[config.mk]
export PLATFORM = sky130hd
export DESIGN_NAME = seven_segment_scan_ctrl_flat
export DESIGN_NICKNAME = d
export VERILOG_FILES = /design/src/rtl/seven_segment_scan_ctrl_pkg.sv /design/src/rtl/seven_segment_scan_ctrl_if.sv /design/src/rtl/seven_segment_scan_ctrl_display.sv /design/src/rtl/seven_segment_scan_ctrl.sv /design/src/flat_wrapper.sv
export SDC_FILE = /design/constraint.sdc
export NUM_CORES = 1
export LEC_CHECK = 0
export ABC_AREA = 1
export CORE_ASPECT_RATIO = 1.5
export CORE_MARGIN = 1.5
export CORE_UTILIZATION = 58
export CTS_BUF_LIST = sky130_fd_sc_hd__clkbuf_4
export DETAILED_ROUTE_END_ITERATION = 10
export PLACE_DENSITY_LB_ADDON = 0.05
export REMOVE_ABC_BUFFERS = 1
export SYNTH_ARGS = -nofsm -noshare
export SYNTH_HDL_FRONTEND = slang
export SYNTH_SLANG_ARGS = --single-unit
[constraint.sdc]
create_clock -name clk -period 1.85 [get_ports clk]
set_input_delay 0.2775 -clock clk [delete_from_list [all_inputs] [get_ports clk]]
set_output_delay 0.2775 -clock clk [all_outputs]
set_load 0.02 [all_outputs]
[src/rtl/seven_segment_scan_ctrl_pkg.sv]
`default_nettype none
// ============================================================================
// Package : display_pkg
// Brief   : Shared types and constants for the 7-segment scan controller.
// Rev     : 1.0
// ============================================================================
package display_pkg;

    typedef enum logic [1:0] {
        DARK = 2'd0,
        DEAD = 2'd1,
        ON   = 2'd2
    } scan_state_e;

    localparam logic [3:0] BLANK_NIBBLE = 4'hF;
    localparam logic [6:0] SEG_OFF      = 7'h7F;

endpackage
`default_nettype wire

[src/rtl/seven_segment_scan_ctrl_if.sv]
`default_nettype none
// ============================================================================
// Interface : seven_segment_scan_ctrl_if
// Brief     : Valid/ready frame-load channel into the scan controller.
// Rev       : 1.0
// ============================================================================
interface seven_segment_scan_ctrl_if #(
    parameter int NUM_DIGITS = 4
);
    logic                      load_valid;
    logic                      load_ready;
    logic [4*NUM_DIGITS-1:0]   load_value;

    modport master (
        output load_valid,
        output load_value,
        input  load_ready
    );

    modport slave (
        input  load_valid,
        input  load_value,
        output load_ready
    );
endinterface
`default_nettype wire

[src/rtl/seven_segment_scan_ctrl_display.sv]
`default_nettype none
// ============================================================================
// Module : seven_segment_display
// Brief  : BCD to active-low segment decoder, seg = {g,f,e,d,c,b,a}; 10..15 blank.
// Rev    : 1.0
// ============================================================================
module seven_segment_display
    import display_pkg::*;
(
    input  logic [3:0] digit,
    output logic [6:0] seg
);

    always_comb begin
        seg = SEG_OFF;
        case (digit)
            4'd0:    seg = 7'b1000000;
            4'd1:    seg = 7'b1111001;
            4'd2:    seg = 7'b0100100;
            4'd3:    seg = 7'b0110000;
            4'd4:    seg = 7'b0011001;
            4'd5:    seg = 7'b0010010;
            4'd6:    seg = 7'b0000010;
            4'd7:    seg = 7'b1111000;
            4'd8:    seg = 7'b0000000;
            4'd9:    seg = 7'b0010000;
            default: seg = SEG_OFF;
        endcase
    end

endmodule
`default_nettype wire

[src/rtl/seven_segment_scan_ctrl.sv]
`default_nettype none
// ============================================================================
// Module : seven_segment_scan_ctrl
// Brief  : Multiplexed common-anode 7-seg scanner with dead-time and frame
//          double-buffering. Option macro: LEADING_ZERO_BLANK_EN.
// Rev    : 1.0
// ============================================================================
module seven_segment_scan_ctrl
    import display_pkg::*;
#(
    parameter int NUM_DIGITS  = 4,
    parameter int PRESCALE    = 50000,
    parameter int DEAD_CYCLES = 500
) (
    input  logic                      clk,
    input  logic                      rst_n,
    input  logic                      enable,
    seven_segment_scan_ctrl_if.slave  load_if,
    output logic [NUM_DIGITS-1:0]     an,
    output logic [3:0]                digit,
    output logic [6:0]                seg
);

    localparam int CNT_W   = $clog2(PRESCALE);
    localparam int IDX_W   = $clog2(NUM_DIGITS);
    localparam int FRAME_W = 4 * NUM_DIGITS;

    localparam logic [CNT_W-1:0] c_cnt_last = CNT_W'(PRESCALE - 1);
    localparam logic [CNT_W-1:0] c_cnt_dead = CNT_W'(DEAD_CYCLES - 1);
    localparam logic [CNT_W-1:0] c_cnt_one  = CNT_W'(1);
    localparam logic [IDX_W-1:0] c_idx_last = IDX_W'(NUM_DIGITS - 1);
    localparam logic [IDX_W-1:0] c_idx_one  = IDX_W'(1);

    scan_state_e           state_q,   state_d;
    logic [CNT_W-1:0]      cnt_q,     cnt_d;
    logic [IDX_W-1:0]      idx_q,     idx_d;
    logic [FRAME_W-1:0]    staging_q, staging_d;
    logic [FRAME_W-1:0]    shadow_q,  shadow_d;
    logic                  pending_q, pending_d;
    logic [NUM_DIGITS-1:0] an_q,      an_d;
    logic [3:0]            digit_q,   digit_d;

    logic                  w_accept;
    logic                  w_commit;
    logic [FRAME_W-1:0]    w_upper;
    logic [3:0]            w_nibble;

    assign load_if.load_ready = ~pending_q;
    assign w_accept = load_if.load_valid & ~pending_q;
    // Frames swap only between scans (or while dark) so no frame ever tears.
    assign w_commit = (state_q == DARK) |
                      ((state_q == ON) & (cnt_q == c_cnt_last) & (idx_q == c_idx_last));

    always_comb begin
        state_d = state_q;
        cnt_d   = cnt_q;
        idx_d   = idx_q;
        if (!enable) begin
            state_d = DARK;
            cnt_d   = '0;
            idx_d   = '0;
        end else begin
            case (state_q)
                DARK: begin
                    state_d = DEAD;
                    cnt_d   = '0;
                    idx_d   = '0;
                end
                DEAD: begin
                    cnt_d = cnt_q + c_cnt_one;
                    if (cnt_q == c_cnt_dead) begin
                        state_d = ON;
                    end
                end
                ON: begin
                    if (cnt_q == c_cnt_last) begin
                        cnt_d   = '0;
                        idx_d   = (idx_q == c_idx_last) ? '0 : idx_q + c_idx_one;
                        state_d = DEAD;
                    end else begin
                        cnt_d = cnt_q + c_cnt_one;
                    end
                end
                default: begin
                    state_d = DARK;
                    cnt_d   = '0;
                    idx_d   = '0;
                end
            endcase
        end
    end

    always_comb begin
        staging_d = staging_q;
        shadow_d  = shadow_q;
        pending_d = pending_q;
        if (w_commit && pending_q) begin
            shadow_d  = staging_q;
            pending_d = 1'b0;
        end
        if (w_accept) begin
            staging_d = load_if.load_value;
            pending_d = 1'b1;
        end
    end

    // Outputs are computed from next-state so they line up with state_q.
    always_comb begin
        w_upper  = shadow_d >> {idx_d, 2'b00};
        w_nibble = w_upper[3:0];
`ifdef LEADING_ZERO_BLANK_EN
        if ((idx_d != '0) && (w_upper == '0)) begin
            w_nibble = BLANK_NIBBLE;
        end
`endif
        an_d    = (state_d == ON) ? ~(NUM_DIGITS'(1) << idx_d) : '1;
        digit_d = (state_d == DARK) ? BLANK_NIBBLE : w_nibble;
    end

    always_ff @(posedge clk or negedge rst_n) begin
        if (!rst_n) begin
            state_q   <= DARK;
            cnt_q     <= '0;
            idx_q     <= '0;
            staging_q <= '0;
            shadow_q  <= '0;
            pending_q <= 1'b0;
            an_q      <= '1;
            digit_q   <= BLANK_NIBBLE;
        end else begin
            state_q   <= state_d;
            cnt_q     <= cnt_d;
            idx_q     <= idx_d;
            staging_q <= staging_d;
            shadow_q  <= shadow_d;
            pending_q <= pending_d;
            an_q      <= an_d;
            digit_q   <= digit_d;
        end
    end

    assign an    = an_q;
    assign digit = digit_q;

    seven_segment_display u_decoder (
        .digit (digit_q),
        .seg   (seg)
    );

endmodule
`default_nettype wire

[src/flat_wrapper.sv]
// flat-port wrapper written by rule: the top's interface ports become plain ports
module seven_segment_scan_ctrl_flat import display_pkg::*;
#(
    parameter int NUM_DIGITS  = 4,
    parameter int PRESCALE    = 50000,
    parameter int DEAD_CYCLES = 500
)
  (clk, rst_n, enable, an, digit, seg, load_if_load_valid, load_if_load_value, load_if_load_ready);
  seven_segment_scan_ctrl_if #(.NUM_DIGITS(NUM_DIGITS)) load_if_i ();
  input  logic clk;
  input  logic rst_n;
  input  logic enable;
  output logic [NUM_DIGITS-1:0] an;
  output logic [3:0] digit;
  output logic [6:0] seg;
  input wire logic [$bits(load_if_i.load_valid)-1:0] load_if_load_valid;
  input wire logic [$bits(load_if_i.load_value)-1:0] load_if_load_value;
  output wire logic [$bits(load_if_i.load_ready)-1:0] load_if_load_ready;
  assign load_if_i.load_valid = load_if_load_valid;
  assign load_if_i.load_value = load_if_load_value;
  assign load_if_load_ready = load_if_i.load_ready;
  seven_segment_scan_ctrl #(.NUM_DIGITS(NUM_DIGITS), .PRESCALE(PRESCALE), .DEAD_CYCLES(DEAD_CYCLES)) u_core (.clk(clk), .rst_n(rst_n), .enable(enable), .load_if(load_if_i), .an(an), .digit(digit), .seg(seg));
endmodule
==> impl_metrics.csv <==
group,metric,value,unit
detailed_routing,dr.pass1.iters,7,
global_routing,antenna_found_initial,0,
floorplanning,fp.dieArea,5630,µm²
placed_design,gp_congestion,0.819,
min_path,min_path_type,"in -> async",
global_routing,busiest_layer,"met2",
detailed_routing,drtIter0Drc,95,
cells_and_area,final_cell_mix,"nand2_1 (75), dfrtp_1 (52), buf_4 (38), nand2_2 (29), inv_1 (27)",
sta,fin_crit_sh,106,%
sta,period_needed,1.96,ns
synthesis,syn_inst,330,
clock_network,clk-insertion-delay-late,0.41,ns
cells_and_area,drive_above_1_share,40.4,%
job,max_cap_viol_count,0,
placed_design,io_buffer_count,35,
sta,fmax,511,MHz
clock_network,cts.sinks,61,
floorplanning,rows,31,
detailed_routing,drc_errors,0,
placed_design,dpl.hpwl,4280,µm
sta,slew_headroom,59.9,%
synthesis,synth_edf_count,0,
synthesis,ys_seq_area_share,51.2,%
floorplanning,die_y,91.1,µm
floorplanning,start_util,61.4,%
run_status,status,"complete, but fails checks",
critical_path,crit_path_end_kind,"output pin",
power,p_total,4.55,mW
global_routing,use_met3,4.42,%
global_routing,grt-ovfl-total,0,
detailed_routing,vias_per_cell,5.23,
sta,drv_slew,0,
critical_path,reg2reg_from,"u_core.cnt_q[1]$_DFF_PN0_",
clock_network,root_buffer,"clkbuf_4",
cells_and_area,syn_to_final_growth,38.5,%
floorplanning,die_x,61.8,µm
detailed_routing,vias,2530,
synthesis,synth_seq_cells,61,
power,ir_drop,977,µV
clock_network,htreeDepth,3,
power,p_per_area,1090,nW/µm²
sta,finalClockSkew,0.0147,ns
clock_network,cts_tree,"yes",
global_routing,track_usage,24.5,%
sta,worst_slack,-0.107,ns
placed_design,place_inst,454,
global_routing,grt_max_degree,38,
clock_network,clk_path_buf_depth,2,
critical_path,cp.arrival,1.68,ns
cells_and_area,finalNonFillerCells,484,
detailed_routing,routedWlPerCell,14.3,µm
global_routing,met2_usage,42.0,%
cells_and_area,finalNetCount,444,
global_routing,grt_first_pass_wirelength,10200,µm
synthesis,synth.top_cell.area_share,44.2,%
run_status,violations,"negative setup slack",
critical_path,path_class,"reg -> out",
cells_and_area,register_area,1540,µm²
global_routing,use_met1,27.2,%
floorplanning,ios,36,
critical_path,startpoint_type,"flip-flop",
cells_and_area,nFillCells,275,
detailed_routing,drt_wl_total,6930,µm
critical_path,crit_fanout,4,
floorplanning,fp.coreArea,4890,µm²
power,p_leak,1.96,nW
synthesis,syn-cell-area,3000,µm²
critical_path,critical_path_required,1.57,ns
synthesis,synth-main-ff-cell,"dfrtp_1",
synthesis,netlist.top_cell.by_area,"dfrtp_1",
critical_path,reg2reg_to,"u_core.an[1]$_DFF_PN1_",
critical_path,rrSetupSlack,-0.03,ns
synthesis,synth.distinct_cells,31,
sta,rsz0062_at_grt,"true",
synthesis,synthArstFlopShare,100,%
sta,finalSetupViolations,11,
clock_network,cts_buffers,9,
synthesis,ys_warn_count,0,
cells_and_area,final_common_cell,"nand2_1",
cells_and_area,multi_input_area,1570,µm²
global_routing,grt_pass1_vias,2446,
cells_and_area,n_antenna_cell,0,
sta,worstMarginPinSlew,0.601,ns
synthesis,synth.area.top_cells,"dfrtp_1 (44%), nand2_1 (11%), dfstp_2 (7.0%), mux2_2 (6.0%), nand2_2 (4.8%)",
clock_network,path_clk_slew,0.11,ns
detailed_routing,detail-route-antenna-nets,0,
critical_path,r2r_cells,11,
sta,hold_viol,0,
sta,whs,0.391,ns
synthesis,syn_area_per_cell,9.10,µm²
-- worst max-delay path: stages (launching register included) --
cell,delay (ns)
dfstp_2,0.57
buf_6,0.13
ha_1,0.16
o21ai_2,0.08
o21ai_1,0.17
buf_4,0.17
-- power by group --
part / switching (mW) / total (mW) / internal, mW
Sequential: 0.188 / 1.92 / 1.73
Clock: 0.471 / 1.02 / 0.550
Combinational: 0.869 / 1.61 / 0.739
Total: 1.53 / 4.55 / 3.02
-- state kept, by name, indices dropped and copies added (netlist names) --
register and cells:
u_core.cnt_q 16, u_core.shadow_q 16, u_core.staging_q 16, u_core.an 4, u_core.digit 4, u_core.idx_q 2
u_core.state_q 2, u_core.pending_q 1
-- layer usage --
metal	share of wire (%)	up-vias
met5	0	-
met4	4.0	0
met3	3.7	29
met2	55	77
met1	38	1208
li1	-	1216
-- area by class of cell --
type | count | area share, %
Clock buffer | 10 | 1.80
Multi-Input combinational cell | 230 | 37.7
Tap cell | 66 | 1.98
Clock inverter | 6 | 1.86
Inverter | 36 | 3.61
Sequential cell | 61 | 37.0
Timing Repair Buffer | 75 | 16.1
-- metrics by stage --
step           util [%]  TNS (ns)  worst slack, ns  cell area, µm²
6_report           85.1    -0.544           -0.107            4160
5_1_grt            85.1     -1.94           -0.189            4160
3_3_place_gp       74.0    -0.477           -0.153            3620
3_5_place_dp       74.0    -0.659           -0.154            3620
2_1_floorplan         -         0          0.00552            2980
4_1_cts            77.8    -0.478           -0.111            3800
-- worst max path at each step --
stage / startpoint / endpoint / slack [ns] / depth (start not counted)
2_1_floorplan: u_core.digit[0]$_DFF_PN1_ / seg[3] / 0.006 / 5
3_3_place_gp: u_core.digit[0]$_DFF_PN1_ / seg[3] / -0.15 / 6
3_5_place_dp: u_core.digit[0]$_DFF_PN1_ / seg[3] / -0.15 / 6
4_1_cts: u_core.digit[0]$_DFF_PN1_ / seg[3] / -0.11 / 6
5_1_grt: u_core.digit[0]$_DFF_PN1_ / seg[5] / -0.19 / 5
6_report: u_core.digit[0]$_DFF_PN1_ / seg[5] / -0.11 / 5
-- synth_stat cells, types with 2 or more instances --
master / count
a21oi_1: 8
dfrtp_1: 53
dfstp_2: 8
ha_1: 11
inv_1: 29
inv_2: 7
mux2_2: 16
nand2_1: 86
nand2_2: 23
nand3_1: 24
nor2_1: 23
nor2_2: 6
nor3_1: 4
o21ai_0: 13
xnor2_1: 2
xor2_1: 2
-- timing repair --
action | CTS | global route
hold buffers | 1 | 0
resized for setup | 55 | 70
setup endpoints to repair | 16 | 22
buffers inserted | 4 | 10
endpoints found under the hold margin | 16 | 0
cloned | 0 | 1
pin swaps | 4 | 26
-- kinds of logic after synthesis --
group | Yosys count | synth area share, %
flip-flops | 61 | 51.2
buffers and inverters | 40 | 5.42
AO/OA/AOI/OAI | 22 | 3.75
XOR/XNOR | 4 | 1.17
adder cells (fa/ha/maj) | 11 | 4.58
AND/OR/NAND/NOR | 176 | 27.9
multiplexers | 16 | 6.00
Power figures use the tool's default switching activity.
==> RTL edit: new RTL, same flow settings <==
`DEAD_CYCLES` is set to 500 in 2 places; all go to 250.
--- a/src/rtl/seven_segment_scan_ctrl.sv
+++ b/src/rtl/seven_segment_scan_ctrl.sv
@@ -10,7 +10,7 @@
 #(
     parameter int NUM_DIGITS  = 4,
     parameter int PRESCALE    = 50000,
-    parameter int DEAD_CYCLES = 500
+    parameter int DEAD_CYCLES = 250
 ) (
     input  logic                      clk,
     input  logic                      rst_n,
--- a/src/flat_wrapper.sv
+++ b/src/flat_wrapper.sv
@@ -3,7 +3,7 @@
 #(
     parameter int NUM_DIGITS  = 4,
     parameter int PRESCALE    = 50000,
-    parameter int DEAD_CYCLES = 500
+    parameter int DEAD_CYCLES = 250
 )
   (clk, rst_n, enable, an, digit, seg, load_if_load_valid, load_if_load_value, load_if_load_ready);
   seven_segment_scan_ctrl_if #(.NUM_DIGITS(NUM_DIGITS)) load_if_i ();
Function: same outputs for any inputs over 10 cycles, from zero or initial values and one cycle with rst_n low; that may be too few to reach the edited logic, so the function may still have changed.
==> RTL edit against the unedited design <==
  * The flow still finishes with violations (setup timing)
  * Routed wire length is 2.6% higher
  * Synthesized cell count is 2.1% higher
  * Total power is 1.3% lower
  * Area after synthesis is 1.8% higher
  * Worst setup slack worse by 74 ps
  * Design area is 1.0% lower
  * Via count is 2.5% higher
  * Sequential share of layout area is 0.38 points higher
  * Critical path depth is 1 higher
  * Cell count is 1.4% higher
  * Sequential cell count stayed put
  * Critical path type unchanged
  * Largest power group unchanged
  * Highest routed layer unchanged
==> RTL edit: results (changes against the unedited design) <==
Status -> finished with violations
Failing checks -> setup timing
Critical Path Fanout Max -> 3 (-1)
DP HPWL -> 4.43 mm (+3.4%)
GR Util met2 -> 0.443 (+0.0228)
Syn_area_per_cell -> 9.07 sq um (-0.32%)
Router iterations before antenna repair -> 4 (-3)
Delay-heaviest family, CP -> flip-flops
# nets final -> 450 (+1.4%)
Synth top area cells -> dfrtp_1 (43%), nand2_1 (10%), dfstp_2 (6.9%), mux2_2 (5.9%), ha_1 (4.9%)
VDD IR max -> 0.000746 V (-24%)
Largest regs -> u_core.cnt_q (16), u_core.shadow_q (16), u_core.staging_q (16)
Seq/Total Area, Yosys -> 0.503 (-0.00901)
Initial antenna violation count -> 0 (unchanged)
PnR worst setup slack -> -181 ps (-73.7 ps)
Slew @ Worst Pin -> 321 ps (-280 ps)
Leak -> 0.00187 uW (-4.5%)
Clock skew -> 16.9 ps (+2.22 ps)
Setup TNS -> -550 ps (-6.34 ps)
Vias per Instance -> 5.28 (+1.0%)
Root buf cell -> clkbuf_4
Ys flop type -> dfrtp_1
Total CTS buffers -> 9 (unchanged)
Total track usage -> 0.246 (+0.000617)
Int Power -> 2930 uW (-2.9%)
Hold Path Class -> in -> async
Inserted Diodes -> 0 (unchanged)
First-pass GRT wire length -> 11.0 mm (+8.2%)
Drt initial violations -> 204 (+110%)
Reg-to-Reg Start -> u_core.cnt_q[10]
H-tree levels -> 3 (unchanged)
Buffers added on ports -> 35 (unchanged)
Vias in the first global route -> 2469 (+0.94%)
GP Congestion -> 0.823 (+0.46%)
Reg2reg setup slack -> 50 ps (+80 ps)
Largest net degree at the start of global routing -> 62 (+63%)
Post-Layout Cell Count -> 491 (+1.4%)
Worst flop-to-flop path endpoint -> u_core.digit[0]
Placed Instances -> 460 (+1.3%)
Met3 Use GR -> 0.0515 (+0.00737)
Worst-case reg-to-reg path depth -> 8 (-3)
Arrival time worst endpoint -> 1750 ps (+70 ps)
Final Setup Violations -> 6 (-5)
Routed WL -> 7.10 mm (+2.6%)
Top post-synthesis cells by count -> nand2_1 (84), dfrtp_1 (53), nor2_1 (29)
Share of layout cells above drive strength 1 -> 0.348 (-0.0568)
Sequential Power Share -> 0.425 (+0.003)
Clk pwr -> 911 uW (-11%)
Met1 global-route usage -> 0.279 (+0.00674)
## RTL edit: per-stage QoR
| stage | hold WS [ps] | worst slack [ps] | total power (uW) | instance area [sq um] |
|---|---|---|---|---|
| floorplan | -18.1 | -34.6 | 2800 | 3030 |
| global placement | 309 | -178 | 3280 | 3650 |
| detailed placement | 309 | -178 | 3320 | 3650 |
| CTS | 408 | -127 | 4250 | 3820 |
| global route | 428 | -244 | 4780 | 4120 |
| finish | 401 | -181 | 4490 | 4120 |
## RTL edit: how the worst max path moves through the flow
stage / start / end
after global routing: u_core.digit[0] / seg[4]
after global placement: u_core.digit[0] / seg[3]
final: u_core.digit[0] / seg[4]
after floorplan: u_core.cnt_q[0] / u_core.digit[0]
after CTS: u_core.digit[0] / seg[0]
after detailed placement: u_core.digit[1] / seg[0]
## RTL edit: cell families after synthesis
logic type,Yosys count,share of synthesized area
flops,61,0.503
buf+inv,35,0.0462
mux,16,0.0589
fa+ha+maj,12,0.0491
simple gates,189,0.293
compound gates,19,0.0360
xor+xnor,5,0.0143
## RTL edit: metal layers
metal  share of wire  wire length (um)  vias to the layer above
li1                -                 -                     1262
met1            0.37              2650                     1231
met2            0.55              3890                       68
met3           0.035               249                       32
met4           0.044               312                        0
met5               0                 0                        -
## RTL edit: timing repair
action	4_1_cts	5_1_grt
resized for setup	62	48
setup buffers	0	12
endpoints found under the hold margin	53	0
endpoints found under the setup margin	13	22
gates cloned	0	2
hold buffers	1	0
pin swaps	5	15
## RTL edit: layout make-up
type / count / area (sq um)
multi-input cells: 242 / 1560
flip-flops and latches: 61 / 1540
fillers: 344 / 1010
repair buffers: 72 / 666
inverters: 31 / 125
well taps: 68 / 85.1
clock buffers: 11 / 82.6
clock inverters: 5 / 51.3
repair inverters: 1 / 7.51
